--- src/rtl/bcd_pkg.sv ---
// bcd_pkg: shared state type, BCD constants and pow10 helper for bin2bcd_serial.
package bcd_pkg;
   typedef enum logic [1:0] {IDLE, SHIFT, DONE} state_t;
   localparam logic [3:0] BCD_BLANK  = 4'hF;
   localparam logic [3:0] ADJ_THRESH = 4'd5;
   localparam logic [3:0] ADJ_ADD    = 4'd3;
   function automatic logic [63:0] pow10(input int n);
      logic [63:0] r;
      r = 64'd1;
      for (int i = 0; i < n; i++) r = r * 64'd10;
      return r;
   endfunction
endpackage

--- src/rtl/bcd_digit_adjust.sv ---
// bcd_digit_adjust: add-3 correction applied to one BCD work nibble before each shift.
module bcd_digit_adjust
   import bcd_pkg::*;
(
   input  logic [3:0] d,
   output logic [3:0] q
);
   assign q = (d >= ADJ_THRESH) ? d + ADJ_ADD : d;
endmodule

--- src/rtl/bin2bcd_serial.sv ---
// bin2bcd_serial: serial shift-add-3 binary to packed BCD converter with overflow blanking.
// Leading-zero blanking is compiled in with BIN2BCD_BLANK_EN.
module bin2bcd_serial
   import bcd_pkg::*;
#(
   parameter int WIDTH  = 14,
   parameter int DIGITS = 4
) (
   input  logic                  CLOCK_50,
   input  logic                  reset,
   input  logic                  start,
   input  logic [WIDTH-1:0]      bin_in,
   output logic                  busy,
   output logic                  done,
   output logic                  ovf,
   output logic [4*DIGITS-1:0]   bcd_out
);
   localparam int CW = $clog2(WIDTH + 1);
   localparam logic [63:0] LIMIT = pow10(DIGITS) - 64'd1;

   if (WIDTH < 1 || WIDTH > 32) begin : g_bad_width
      $error("bin2bcd_serial: WIDTH must be 1..32");
   end
   if (DIGITS < 1 || DIGITS > 8) begin : g_bad_digits
      $error("bin2bcd_serial: DIGITS must be 1..8");
   end

   state_t              state_q, state_d;
   logic [CW-1:0]       cnt_q, cnt_d;
   logic [WIDTH-1:0]    bin_q, bin_d;
   logic [4*DIGITS-1:0] work_q, work_d, adj, fmt;
   logic                ovfp_q, ovfp_d, busy_q, busy_d, done_q, done_d, ovf_q, ovf_d;
   logic [4*DIGITS-1:0] bcd_q, bcd_d;

   for (genvar g = 0; g < DIGITS; g++) begin : g_adj
      bcd_digit_adjust u_adj (.d(work_q[4*g +: 4]), .q(adj[4*g +: 4]));
   end

`ifdef BIN2BCD_BLANK_EN
   logic seen;
   always_comb begin
      seen = 1'b0;
      fmt  = work_q;
      for (int i = DIGITS - 1; i > 0; i--) begin
         seen = seen | (work_q[4*i +: 4] != 4'd0);
         if (!seen) fmt[4*i +: 4] = BCD_BLANK;
      end
   end
`else
   assign fmt = work_q;
`endif

   always_comb begin
      state_d = state_q;
      cnt_d   = cnt_q;
      bin_d   = bin_q;
      work_d  = work_q;
      ovfp_d  = ovfp_q;
      done_d  = 1'b0;
      ovf_d   = ovf_q;
      bcd_d   = bcd_q;
      case (state_q)
         IDLE: if (start) begin
            state_d = SHIFT;
            cnt_d   = '0;
            bin_d   = bin_in;
            work_d  = '0;
            ovfp_d  = 64'(bin_in) > LIMIT;
         end
         SHIFT: begin
            work_d  = {adj[4*DIGITS-2:0], bin_q[WIDTH-1]};
            bin_d   = bin_q << 1;
            cnt_d   = cnt_q + 1'b1;
            state_d = (cnt_q == CW'(WIDTH - 1)) ? DONE : SHIFT;
         end
         DONE: begin
            state_d = IDLE;
            done_d  = 1'b1;
            ovf_d   = ovfp_q;
            bcd_d   = ovfp_q ? {DIGITS{BCD_BLANK}} : fmt;
         end
         default: state_d = IDLE;
      endcase
      busy_d = state_d != IDLE;
   end

   always_ff @(posedge CLOCK_50) begin
      if (reset) begin
         state_q <= IDLE;
         cnt_q   <= '0;
         bin_q   <= '0;
         work_q  <= '0;
         ovfp_q  <= 1'b0;
         busy_q  <= 1'b0;
         done_q  <= 1'b0;
         ovf_q   <= 1'b0;
         bcd_q   <= '0;
      end else begin
         state_q <= state_d;
         cnt_q   <= cnt_d;
         bin_q   <= bin_d;
         work_q  <= work_d;
         ovfp_q  <= ovfp_d;
         busy_q  <= busy_d;
         done_q  <= done_d;
         ovf_q   <= ovf_d;
         bcd_q   <= bcd_d;
      end
   end

   assign busy    = busy_q;
   assign done    = done_q;
   assign ovf     = ovf_q;
   assign bcd_out = bcd_q;
endmodule
--- config.mk ---
export PLATFORM = sky130hd
export DESIGN_NAME = bin2bcd_serial
export DESIGN_NICKNAME = d
export VERILOG_FILES = /design/src/rtl/bcd_pkg.sv /design/src/rtl/bcd_digit_adjust.sv /design/src/rtl/bin2bcd_serial.sv
export SDC_FILE = /design/constraint.sdc
export NUM_CORES = 1
export LEC_CHECK = 0
export CORE_AREA = 2 2 59 117
export DETAILED_ROUTE_END_ITERATION = 10
export DIE_AREA = 0 0 61 119
export HOLD_SLACK_MARGIN = 0.1
export MAX_ROUTING_LAYER = met4
export PLACE_DENSITY_LB_ADDON = 0.08
export SKIP_CTS_REPAIR_TIMING = 1
export SLEW_MARGIN = 10
export SYNTH_ARGS = -nofsm -noshare
export SYNTH_HDL_FRONTEND = slang
export SYNTH_SLANG_ARGS = --single-unit
--- constraint.sdc ---
create_clock -name CLOCK_50 -period 1.45 [get_ports CLOCK_50]
set_input_delay 0.435 -clock CLOCK_50 [delete_from_list [all_inputs] [get_ports CLOCK_50]]
set_output_delay 0.435 -clock CLOCK_50 [all_outputs]
set_load 0.01 [all_outputs]
Word level (Yosys, flattened, before mapping)
Cells that the tools add are included.
- bits of input ports: 17
- register bits: 56
- muxes and demuxes: 15
- order comparisons: 5
- eq/ne operators: 4
- add/subtract/negate cells: 5
- reductions and logical operators: 5
- operators by type and width (operator ; number):
    16-bit 2-to-1 mux ; 2
    16-bit case mux with 2 select lines ; 1
    14-bit case mux with 2 select lines ; 1
    4-bit by 3-bit >= comparator with 1-bit output, second input constant ; 4
    4-bit 2-to-1 mux ; 4
    14-bit > comparator, second input constant ; 1
    14-bit 2-to-1 mux ; 1
    4-bit by 2-bit adder with 4-bit output, second input constant ; 3
    4-bit case mux with 2 select lines ; 1
    4-bit by 1-bit adder with 4-bit output, second input constant ; 1
    4-bit == test, second input constant ; 1
    2-bit 2-to-1 mux ; 2
    2-bit case mux with 2 select lines ; 1
    2-bit AND reduction ; 2
    2-bit nonzero test ; 2
    3-bit by 2-bit adder with 3-bit output, second input constant ; 1
    3-bit 2-to-1 mux ; 1
    2-bit by 1-bit == test with 1-bit output, second input constant ; 1
    2-bit == test, second input constant ; 1
    2-bit zero test ; 1
    2-bit != test, second input constant ; 1
    1-bit 2-to-1 mux ; 1

Longest topological paths before layout
- depth in word-level cells: 4
- depth in mapped cells: 6
- gate-level depth less buffers: 6

Cells and area by module
From an unflattened synthesis, not the netlist that was laid out.
- cells, all modules: 282
- area total of the unflattened synthesis: 2753.9 µm²
- by module, submodules not included (module ; instances ; area each (µm²) ; cells each):
    bin2bcd_serial ; 1 ; 2348.5 ; 218
    bcd_digit_adjust ; 4 ; 101.3 ; 16

Worst setup path before layout
Ideal clock, no wire load.
- path kind: reg-to-reg
- start point: register work_q[9] (netlist: fmt[9])
- end point: register work_q[10] (netlist: fmt[10])
- cell stages (with the launch flop): 7
- library setup time: 117 ps
- data arrival time: 1251 ps
- slack: 82 ps
- period minus slack after synthesis: 1368 ps
- data required time: 1333 ps
- cells stage by stage: dfxtp_1 > inv_1 > ha_1 > nand2b_1 > a21oi_1 > mux2i_1 > a22o_1
- word-level cells in the longest chain between the ends: 3
- elaborated cells on any way between the ends: 4
- those cells by class: add/sub: 1; order compare: 1; mux: 2
- RTL lines (element ; line ; text):
    start: declaration ; bin2bcd_serial.sv:31 ; logic [4*DIGITS-1:0] work_q, work_d, adj, fmt;
    start signal: assignment ; bin2bcd_serial.sv:102 ; work_q <= work_d;
    4-bit by 2-bit adder with 4-bit output or 4-bit by 3-bit >= comparator with 1-bit output (tied branches) ; bcd_digit_adjust.sv:8 ; assign q = (d >= ADJ_THRESH) ? d + ADJ_ADD : d;
    4-bit 2-to-1 mux (*) ; bcd_digit_adjust.sv:8 ;
    16-bit case mux with 2 select lines (*) ; bin2bcd_serial.sv:62 ; case (state_q)
Every way passes the cells marked *; elsewhere a longest branch is shown, timed or not.
A chain may end at the register's enable or synchronous reset.

Final worst setup path
- start point: register work_q[1] (netlist: fmt[1])
- end point: register work_q[2] (netlist: fmt[2])
The elaborated chain is that of the path after synthesis.

==> run_results.csv <==
group,metric,value,unit
worst_setup_path,crit_path_top_delay_cell,"dfxtp_2",
job,maxCapViolCount,0,
synthesis,synth-seq-cells,56,
clock_network,clk_latency,0.29,ns
global_route,antenna_found_initial,0,
global_route,globalRouteOverflowTotal,0,
power_and_ir_drop,clkPwrFrac,37.5,%
worst_setup_path,worst_path_largest_cell_delay,0.33,ns
worst_setup_path,critPathKind,"flop to flop",
placed_design,pre_cts_slack,-0.604,ns
worst_setup_path,cp-start-kind,"flop",
sta,finalSetupViolCount,0,
power_and_ir_drop,p_sw,729,µW
sta,final.setup.worst_slack,0.0800,ns
sta,clock.fmax,730,MHz
power_and_ir_drop,vdd_ir_drop_max,0.616,mV
layout,antenna_cells,0,
global_route,grt_max_degree,35,
clock_network,ctsLongestPathBuffers,2,
sta,drv_slew,0,
layout,layout-drive-gt1-share,13.6,%
worst_setup_path,critical_path_arrival,1.61,ns
route,ant_nets,0,
synthesis,syn_inst,316,
global_route,track_usage,18.8,%
power_and_ir_drop,power_frac_seq,52.0,%
floorplan,row_count,42,
floorplan,fp.dieH,119,µm
sta,rsz0062_at_grt,"true",
synthesis,ys_seq_area_share,43.7,%
route,wl,5990,µm
min_path,hold_path_class,"flop to flop",
route,drc,0,
outcome,status,"finished clean",
worst_setup_path,endpoint_kind,"flop",
synthesis,yosysWarnings,0,
clock_network,cts_root_buf,"clkbuf_16",
layout,nets,388,
sta,worstMarginPinSlew,0.464,ns
floorplan,die_w,61,µm
power_and_ir_drop,switching_share,23.6,%
sta,fin_skew,0.00390,ns
sta,min_period_over_period,94.5,%
floorplan,io-pin-count,36,
floorplan,start_util,39.7,%
placed_design,dp_hpwl,4230,µm
floorplan,dieArea,0.00726,mm²
route,detail_route.wl_per_cell,13.3,µm
route,post_drt_via_cell_ratio,5.08,
sta,slew_headroom,69.0,%
global_route,grt_pass1_vias,2226,
synthesis,synthDistinctLibCells,31,
clock_network,cts_max_level,2,
placed_design,dp.cells,441,
sta,fin_tns_setup,0,ns
power_and_ir_drop,cellPowerDensity,915,mW/mm²
clock_network,cts-buffers-inserted,5,
clock_network,clk_pin_slew,0.07,ns
placed_design,gp_routability_congestion,0.767,
synthesis,syn_area,0.00256,mm²
layout,register_area,0.00113,mm²
floorplan,coreArea,0.00646,mm²
route,first_iter_violations,103,
sta,hold_viol,0,
worst_setup_path,critPathMaxFanout,3,
route,firstDrtPassIters,4,
route,num_vias,2279,
synthesis,synth_area_per_cell,8.12,µm²
power_and_ir_drop,intPower,2360,µW
clock_network,cts_sinks,56,
layout,area_growth,31.6,%
placed_design,port_buffers,35,
sta,period_minus_slack,1.37,ns
layout,final-instance-count-excl-fill,449,
layout,final_util,52.2,%
worst_setup_path,path_cells,"inv_1 > ha_1 > nand2b_1 > a21oi_2 > buf_4 > mux2i_1 > a22o_1",
global_route,grt_pass1_wl,10200,µm
power_and_ir_drop,p_comb_share,10.5,%
clock_network,cts_tree,"built",
power_and_ir_drop,leakagePower,0.00162,µW
worst_setup_path,critPathRequiredTime,1.69,ns
layout,multi_input_area,0.00137,mm²
synthesis,synth_nets,343,
layout,fill_cells,638,
-- flip-flops by register name, summed over array words and instances, names as in the netlist --
register / cells
state_q: 2
ovf: 1
bcd_out: 16
busy: 1
fmt: 16
cnt_q: 4
done: 1
bin_q: 14
ovfp_q: 1
-- power groups by stage --
stage / logic [µW] / clock network [µW] / registers (µW)
after floorplan: 189 / 0 / 1640
after global placement: 310 / 0 / 1640
after detailed placement: 317 / 0 / 1640
after CTS: 318 / 1200 / 1610
after global routing: 368 / 1260 / 1610
final: 325 / 1160 / 1610
-- logic make-up (layout without fill, tap and decap cells) --
| kind of cell | Yosys count | in the layout | synth area share (%) |
|---|---|---|---|
| adder cells (fa/ha/maj) | 10 | 10 | 4.88 |
| XOR/XNOR | 7 | 7 | 2.39 |
| flip-flops | 56 | 56 | 43.7 |
| multiplexers | 6 | 6 | 2.39 |
| AO/OA/AOI/OAI | 65 | 65 | 16.4 |
| AND/OR/NAND/NOR | 140 | 141 | 24.7 |
| buffers and inverters | 32 | 76 | 5.56 |
-- per-stage QoR --
step           area, µm²  power, µW  hold slack [ns]
5_1_grt             3370       3240            0.507
2_1_floorplan       2560       1830            0.437
4_1_cts             3250       3130            0.472
6_report            3370       3090            0.481
3_3_place_gp        3120       1950            0.462
3_5_place_dp        3120       1960            0.462
-- layer usage --
| layer | wire length, µm | share of wire [%] | vias to the layer above | track usage (%) |
|---|---|---|---|---|
| met3 | 122 | 2.0 | 9 | 3.26 |
| met5 | 0 | 0 | - | - |
| li1 | - | - | 1159 | - |
| met1 | 2570 | 43 | 1088 | 23.2 |
| met4 | 106 | 1.8 | 0 | 7.47 |
| met2 | 3200 | 53 | 23 | 29.8 |
-- final cells by class --
class,instances,share of cell area [%]
Clock buffer,6,3.82
Multi-Input combinational cell,229,40.7
Timing Repair Buffer,59,17.6
Tap cell,88,3.26
Sequential cell,56,33.4
Clock inverter,1,0.148
Inverter,10,1.11
-- Yosys cell counts --
library cell	count	share of area (%)
and2_1	1	0.24
dfxtp_1	56	44
o21ai_0	9	1.8
or2_1	1	0.24
mux2_2	1	0.44
a22oi_1	3	0.88
xor2_1	3	1.0
xnor2_1	4	1.4
nand3_1	7	1.4
buf_2	9	1.8
buf_4	3	0.88
a211oi_1	18	5.3
nor4_1	1	0.24
and2b_1	1	0.29
buf_1	1	0.15
a22o_1	11	3.8
nand2b_1	6	1.5
and3_1	1	0.24
nor3_1	16	3.1
mux2i_1	5	2.0
or3_1	1	0.24
nor2b_1	14	3.4
nand2_1	1	0.15
nor2_1	87	13
nand4b_1	1	0.34
nor3b_1	2	0.59
a21oi_1	23	4.5
ha_1	10	4.9
a31oi_1	1	0.24
inv_1	10	1.5
clkbuf_1	9	1.3
-- critical path, delay by kind of cell (launching register included) --
| kind | cells | cell delay [ns] |
|---|---|---|
| AND/OR/NAND/NOR | 1 | 0.15 |
| AO/OA/AOI/OAI | 2 | 0.27 |
| multiplexers | 1 | 0.19 |
| adder cells (fa/ha/maj) | 1 | 0.18 |
| flip-flops | 1 | 0.33 |
| buffers and inverters | 2 | 0.20 |
-- path summary, 6_finish.rpt --
| kind | slack [ns] | from | cells past startpoint | to |
|---|---|---|---|---|
| setup reg to reg | 0.08 | fmt[1] | 7 | fmt[2] |
| hold reg to reg | 0.48 | bin_q[12] | 2 | bin_q[12] |
| hold / removal | 0.48 | bin_q[12] | 2 | bin_q[12] |
| setup / recovery | 0.08 | fmt[1] | 7 | fmt[2] |
-- layout by cell type, fill, tap and decap left out, types with 3 or more instances in the layout --
master / n
xnor2_1: 4
a211oi_1: 18
nand2b_1: 5
buf_4: 23
o21ai_0: 9
nor2_1: 85
nor2b_1: 13
mux2i_1: 5
a22o_1: 11
nand3_1: 7
a21oi_2: 3
xor2_1: 3
a21oi_1: 19
dlymetal6s2s_1: 20
ha_1: 9
a22oi_1: 3
inv_1: 10
clkdlybuf4s50_1: 15
dfxtp_1: 51
clkbuf_16: 5
dfxtp_2: 5
nor3_1: 16
No activity file was read; power rests on OpenSTA's default activity.
